**config.mk**
```make
export PLATFORM = sky130hd
export DESIGN_NAME = conv_wr_arb
export DESIGN_NICKNAME = d
export VERILOG_FILES = /design/src/rtl/conv_wr_arb.sv
export SDC_FILE = /design/constraint.sdc
export NUM_CORES = 1
export LEC_CHECK = 0
export ABC_AREA = 1
export BUFFER_PORTS_ARGS = -buffer_cell sky130_fd_sc_hd__buf_2
export CORE_ASPECT_RATIO = 1.2
export CORE_MARGIN = 2
export CORE_UTILIZATION = 30
export DETAILED_ROUTE_END_ITERATION = 8
export REMOVE_ABC_BUFFERS = 1
export SYNTH_ARGS = -nofsm -noshare
export SYNTH_HDL_FRONTEND = slang
export SYNTH_SLANG_ARGS = --single-unit
export TNS_END_PERCENT = 10
```
**constraint.sdc**
```tcl
create_clock -name rcc_clk -period 2.68 [get_ports rcc_clk]
set_clock_uncertainty 0.15 [all_clocks]
set_input_delay 0.536 -clock rcc_clk [delete_from_list [all_inputs] [get_ports rcc_clk]]
set_output_delay 0.536 -clock rcc_clk [all_outputs]
set_load 0.02 [all_outputs]
```
**src/rtl/conv_wr_arb.sv**
```systemverilog
`timescale 1ns/1ps
`default_nettype none
// +--------------------------------------------------------------------------+
// | Module  : conv_wr_arb                                                    |
// | Brief   : Arbitrates NREQ requester writes into NREG holding registers   |
// |           using an IDLE -> WRITE -> RECOVER sequence. All outputs are    |
// |           registered.                                                    |
// |           Define CONV_WR_ARB_RR_EN for round-robin arbitration.          |
// |           Without it, requester 0 has the highest fixed priority.        |
// | Revision: 1.0  initial release                                           |
// +--------------------------------------------------------------------------+
module conv_wr_arb #(
  parameter int DW   = 8,
  parameter int NREQ = 4,
  parameter int NREG = 4
) (
  input  logic              rcc_clk,
  input  logic              rcc_rst_n,
  input  logic [NREQ-1:0]   req,
  input  logic [2*NREQ-1:0] req_addr,
  input  logic [DW*NREQ-1:0] req_data,
  output logic [NREQ-1:0]   ack,
  output logic [NREG-1:0]   reg_en,
  output logic [DW-1:0]     reg_din,
  output logic              busy,
  output logic [7:0]        wr_cnt
);

  typedef enum logic [1:0] {
    ST_IDLE    = 2'd0,
    ST_WRITE   = 2'd1,
    ST_RECOVER = 2'd2
  } state_t;

  state_t          state_q, state_d;
  logic [NREQ-1:0] ack_q, ack_d;
  logic [NREG-1:0] reg_en_q, reg_en_d;
  logic [DW-1:0]   reg_din_q, reg_din_d;
  logic            busy_q, busy_d;
  logic [7:0]      wr_cnt_q, wr_cnt_d;

  logic            found;
  logic [1:0]      win;
  logic [1:0]      sel_addr;
  logic [DW-1:0]   sel_data;

`ifdef CONV_WR_ARB_RR_EN
  logic [1:0] ptr_q, ptr_d;
  logic [1:0] idx;

  // Search begins at the pointer and wraps around the four requesters.
  always_comb begin
    found    = 1'b0;
    win      = 2'd0;
    sel_addr = 2'd0;
    sel_data = '0;
    idx      = 2'd0;
    for (int i = 0; i < NREQ; i++) begin
      idx = ptr_q + i[1:0];
      if (!found && req[idx]) begin
        found    = 1'b1;
        win      = idx;
        sel_addr = req_addr[2*idx +: 2];
        sel_data = req_data[DW*idx +: DW];
      end
    end
  end
`else
  always_comb begin
    found    = 1'b0;
    win      = 2'd0;
    sel_addr = 2'd0;
    sel_data = '0;
    for (int i = 0; i < NREQ; i++) begin
      if (!found && req[i]) begin
        found    = 1'b1;
        win      = i[1:0];
        sel_addr = req_addr[2*i +: 2];
        sel_data = req_data[DW*i +: DW];
      end
    end
  end
`endif

  always_comb begin
    state_d   = state_q;
    ack_d     = '0;
    reg_en_d  = '0;
    reg_din_d = reg_din_q;
    wr_cnt_d  = wr_cnt_q;
`ifdef CONV_WR_ARB_RR_EN
    ptr_d     = ptr_q;
`endif
    case (state_q)
      ST_IDLE: begin
        if (found) begin
          state_d   = ST_WRITE;
          reg_en_d  = NREG'(1) << sel_addr;
          ack_d     = NREQ'(1) << win;
          reg_din_d = sel_data;
`ifdef CONV_WR_ARB_RR_EN
          ptr_d     = win + 2'd1;
`endif
        end
      end
      ST_WRITE: begin
        // The write is counted only once its full WRITE cycle has completed.
        state_d  = ST_RECOVER;
        wr_cnt_d = wr_cnt_q + 8'd1;
      end
      ST_RECOVER: state_d = ST_IDLE;
      default:    state_d = ST_IDLE;
    endcase
    busy_d = (state_d != ST_IDLE);
  end

  always_ff @(posedge rcc_clk or negedge rcc_rst_n) begin
    if (!rcc_rst_n) begin
      state_q   <= ST_IDLE;
      ack_q     <= '0;
      reg_en_q  <= '0;
      reg_din_q <= '0;
      busy_q    <= 1'b0;
      wr_cnt_q  <= 8'd0;
`ifdef CONV_WR_ARB_RR_EN
      ptr_q     <= 2'd0;
`endif
    end else begin
      state_q   <= state_d;
      ack_q     <= ack_d;
      reg_en_q  <= reg_en_d;
      reg_din_q <= reg_din_d;
      busy_q    <= busy_d;
      wr_cnt_q  <= wr_cnt_d;
`ifdef CONV_WR_ARB_RR_EN
      ptr_q     <= ptr_d;
`endif
    end
  end

  assign ack     = ack_q;
  assign reg_en  = reg_en_q;
  assign reg_din = reg_din_q;
  assign busy    = busy_q;
  assign wr_cnt  = wr_cnt_q;

endmodule
`default_nettype wire

```
Word level (Yosys, flattened, before mapping) --
Cells that the tools add are included.
Word-level totals: flip-flop bits (word level) 27, latch bits 0, memory bits (writable) 0, bits in read-only memories 0, input bits 46, output and inout port bits 25, logic and storage cells 40, memories kept 0
Operators by class: add/subtract/negate cells 1, multiply operators 0, divide/modulo/power cells 0, magnitude comparators 0, eq/ne operators 1, shift-type cells 2, muxes and demuxes 21, bitwise logic cells 0, reduce and logical (&&, ||, !) cells 9
Operator list (count):
- two-way mux 8 bit | 4
- two-way mux 4 bit | 4
- two-way mux 2 bit | 7
- adder 8 x 1 -> 8 bit (second input constant) | 1
- left shift 1 x 2 -> 4 bit (first input constant) | 2
- two-way mux 1 bit | 5
- one-hot mux 2 bit (2 select lines) | 1
- logical AND 1 bit | 3
- zero test 1 bit | 3
- == test 2 x 1 -> 1 bit (second input constant) | 1
- zero test 2 bit | 1
- AND reduction 2 bit | 1
- nonzero test 2 bit | 1

Depth between registers and ports, before layout --
depth after elaboration 13, depth in mapped cells 7, mapped depth without buffers 7

Worst setup path before layout --
Ideal clock, no wire load.
path type reg-to-reg, start point register wr_cnt_q[0], in the netlist wr_cnt[0], end point register wr_cnt_q[6], in the netlist wr_cnt[6], setup time 0.118 ns, data arrival time 1.181 ns, required time 2.412 ns, slack 1.231 ns, stages on the path, launching flop included 7, path buffers 0, period minus slack after synthesis 1.449 ns, cell sequence dfrtp_1 ha_1 nand2_1 nor3_2 nand3_1 nand2_1 nand2_1
On the way: longest elaborated chain between the ends 1
Ends and longest elaborated chain:
- start: declaration | RTL line 40 | logic [7:0] wr_cnt_q, wr_cnt_d;
- start signal: assignment | RTL line 134 | wr_cnt_q <= wr_cnt_d;
- adder 8 x 1 -> 8 bit | RTL line 109 | wr_cnt_d = wr_cnt_q + 8'd1;
Every way passes these cells. A chain may end at the register's enable or synchronous reset.

Final worst setup path --
start point input req[1], end point register reg_en_q[2], in the netlist reg_en[2]
On the way: longest elaborated chain between the ends 11, elaborated cells between the ends (all ways) 14, those cells by class shift (1); mux (8); reduce/logical (5)
Ends and longest elaborated chain:
- start: declaration | RTL line 19 | input logic [NREQ-1:0] req,
- logical AND 1 bit * | RTL line 75 | if (!found && req[i]) begin
- two-way mux 1 bit | RTL line 75
- zero test 1 bit | RTL line 75
- logical AND 1 bit | RTL line 75
- two-way mux 1 bit | RTL line 75
- zero test 1 bit | RTL line 75
- logical AND 1 bit | RTL line 75
- two-way mux 2 bit | RTL line 75
- left shift 1 x 2 -> 4 bit | RTL line 98 | reg_en_d = NREG'(1) << sel_addr;
- two-way mux 4 bit * | RTL line 96 | if (found) begin
- two-way mux 4 bit * | RTL line 94 | case (state_q)
- net reg_en_d[2] | RTL line 37 | logic [NREG-1:0] reg_en_q, reg_en_d;
- end signal: assignment | RTL line 131 | reg_en_q <= reg_en_d;
- end: declaration | RTL line 37
The timed path passes the listed nets; every way through them passes the cells marked *.

==> results.md <==
* Placed cells at 316
* Unrepaired setup endpoints after global routing: false
* Synth unique cells at 20
* Crit start category: primary input
* #FFs+latches synth at 27
* Max_slew headroom at 0.6116
* Hpwl dp at 2994 um
* Post-synthesis sequential area ratio at 0.4478
* Ys Warns at 0
* Max Cap Viol at 0
* Routed via count at 1493
* Cell Rows at 28
* Multi-input logic area at 710.7 sq um
* Die height at ~82 um
* Placed inst area at 0.001872 sq mm
* Largest net degree at the start of global routing at 28
* Setup Fix Bufs, Post-CTS at 0
* Total track usage at 0.1363
* # IOs at 71
* CP max stage delay at 0.41 ns
* Grt total ovfl at 0
* Core Box Area at 0.004905 sq mm
* Pint at 0.8841 mW
* Clock transition at path regs at 0.09 ns
* Fin. max-slew vios at 0
* Post-Syn Area at 0.001509 sq mm
* CP Class: primary input to flop
* RePlAce Congestion at approximately 0.75
* Vias in the first global route at approximately 1400
* Post-Route WL at 3759 um
* Worst slew pin tran at 0.5826 ns
* Post_cts resized at 0
* Flop pwr share at 0.407
* CTS sink count at 27
* IO buf count at 70
* Psw at 0.6982 mW
* Power share of the combinational group at 0.454
* Die Width at just under 70 um
* Worst path arrival time at 1.73 ns
* Hold_buf cts at 0
* Mapped Cells at 195
* Worst-Skew Late Latency at 0.26 ns
* Crit path max-delay cell type: nor2_4
* Fillers at 541
* Layout cells sized above 1 at 0.3269
* Post-DRT Antenna Nets at 0
* Part of the power in the clock network at 0.139
* Post-route clock period utilization at 0.6407
* Min Clock Period, post-route at roughly 1.7 ns
* Worst EP required at 2.69 ns
* CP endpoint kind: flop
* R2R Path Start: state_q[0]$_DFF_PN0_
* Setup TNS at 0 ns
* TritonCTS clock tree: yes
* Crit-path cells: buf_2 > nor2_4 > nand3_2 > nand2_4 > inv_2 > nand2_1 > nor2_1
* ANT cells at 0
* Critical path peak fanout at 23
* # setup viols final at 0
* Crit path from: req[1]
* Area occupied by registers at a little under 700 sq um
* Hold Fails Final Rpt at 0
* Fin area at 0.001918 sq mm
* First-pass GRT wire length at 5892 um
* Leakage power at 1.092 nW
* Clock Tree Buf Depth at 2
* Area Overhead vs Synth at 27.11%
* Final Non-Filler Cells at 320
* DRC viols at 0
* Starting Density at 0.3077
* Initial DRC count at 85
* Sw Ratio at 0.4413
* Initial antenna violation count at 0
* Avg Cell Area, Syn at between 7 and 8 sq um
* Clk root buf: clkbuf_8
* Outcome: finished clean
* CTS HTree Levels at 1
* CTS buffer count at 3
* VDD IR max at ~0.28 mV
* Max Clock Freq at 0.5824 GHz
* P per Cell Area at 824.9 mW/mm^2
* Final nets at approximately 300
* Via density at 4.666
* Hold/Removal Path Class: primary input to async pin
* DR WL/cell at 11.75 um
* Full die area at approximately 0.0056 sq mm
* Fin util at 0.3911
* Total chip power at approximately 1.6 mW
* Drt pass-1 iters at 4
layout by cell type (no fill, tap or decap), types with 2 or more instances in the layout:
cell / synthesis / final
nand2_1: 70 / 70
buf_2: 5 / 70
dfrtp_1: 27 / 27
nand3_1: 25 / 25
inv_1: 14 / 14
nor2_1: 13 / 13
nand4_1: 12 / 12
nand3b_1: 9 / 9
nand3_2: 3 / 3
xor2_1: 3 / 3
clkbuf_8: 0 / 3
inv_2: 2 / 2
nand2_2: 2 / 2
per-layer routing:
| metal | routed length [um] | GRT usage | vias up |
|---|---|---|---|
| li1 | - | - | 761 |
| met1 | 1669 | 0.1781 | 668 |
| met2 | 1761 | 0.2260 | 62 |
| met3 | 301 | 0.02603 | 2 |
| met4 | 26 | 0.04118 | 0 |
| met5 | 0 | 0 | - |
registers in the layout, indices dropped and copies added, names as in the netlist:
register,flops
wr_cnt,8
reg_din,8
busy,1
reg_en,4
state_q,2
ack,4
synthesized netlist by cell type:
cell      instances  area share
nand2_1          70        0.17
dfrtp_1          27        0.45
nand3_1          25       0.083
inv_1            14       0.035
nor2_1           13       0.032
nand4_1          12       0.050
nand3b_1          9       0.045
buf_2             5       0.017
nand3_2           3       0.020
xor2_1            3       0.017
buf_4             2      0.0099
buf_6             2       0.015
inv_2             2      0.0050
nand2_2           2      0.0083
ha_1              1      0.0083
nand2_4           1      0.0075
nor2_4            1      0.0075
nor3_2            1      0.0066
o21ai_2           1      0.0058
xnor2_1           1      0.0058
critical path, delay by kind of cell:
kind	cells	cell delay, ns
buffers and inverters	2	0.29
AND/OR/NAND/NOR	5	0.89
logic make-up after synthesis:
family,share of synthesized area
and+or+nand+nor,0.4337
xor gates and xnor gates,0.02322
adders and majority gates,0.008291
AOI/OAI and AO/OA,0.005805
DFF,0.4478
buffers and inverters,0.08126
power groups by stage:
stage	Combinational, mW	Clock, mW	Sequential, mW
after detailed placement	0.727	0	0.657
after global placement	0.712	0	0.656
after global routing	0.814	0.250	0.666
after floorplan	0.299	0	0.805
final	0.718	0.220	0.645
after CTS	0.731	0.232	0.648
final cells by class:
cell class / count / area share
sequential: 27 / 0.3523
clock inverter: 1 / 0.002609
tap: 60 / 0.03914
timing repair buffer: 70 / 0.1826
multi-input combinational: 143 / 0.3705
clock buffer: 3 / 0.02153
inverter: 16 / 0.03131
metrics by stage:
stage,worst slack (ns),hold slack [ns]
6_report,0.9629,0.1077
3_5_place_dp,0.6961,0.3143
2_1_floorplan,1.105,0.09041
5_1_grt,0.8651,0.1610
4_1_cts,0.9646,0.1342
3_3_place_gp,0.7459,0.3139
path summary, 6_finish.rpt:
| path | end | slack, ns | depth (start not counted) |
|---|---|---|---|
| max | reg_en[2]$_DFF_PN0_ | 0.96 | 7 |
| min | wr_cnt[4]$_DFFE_PN0P_ | 0.11 | 1 |
| max reg2reg | reg_en[2]$_DFF_PN0_ | 1.26 | 5 |
| min reg2reg | reg_din[5]$_DFFE_PN0P_ | 0.33 | 2 |
| max in group asynchronous | reg_din[5]$_DFFE_PN0P_ | 1.88 | 1 |
| min in group rcc_clk | reg_din[5]$_DFFE_PN0P_ | 0.33 | 2 |
(Power assumes the default switching activity.)
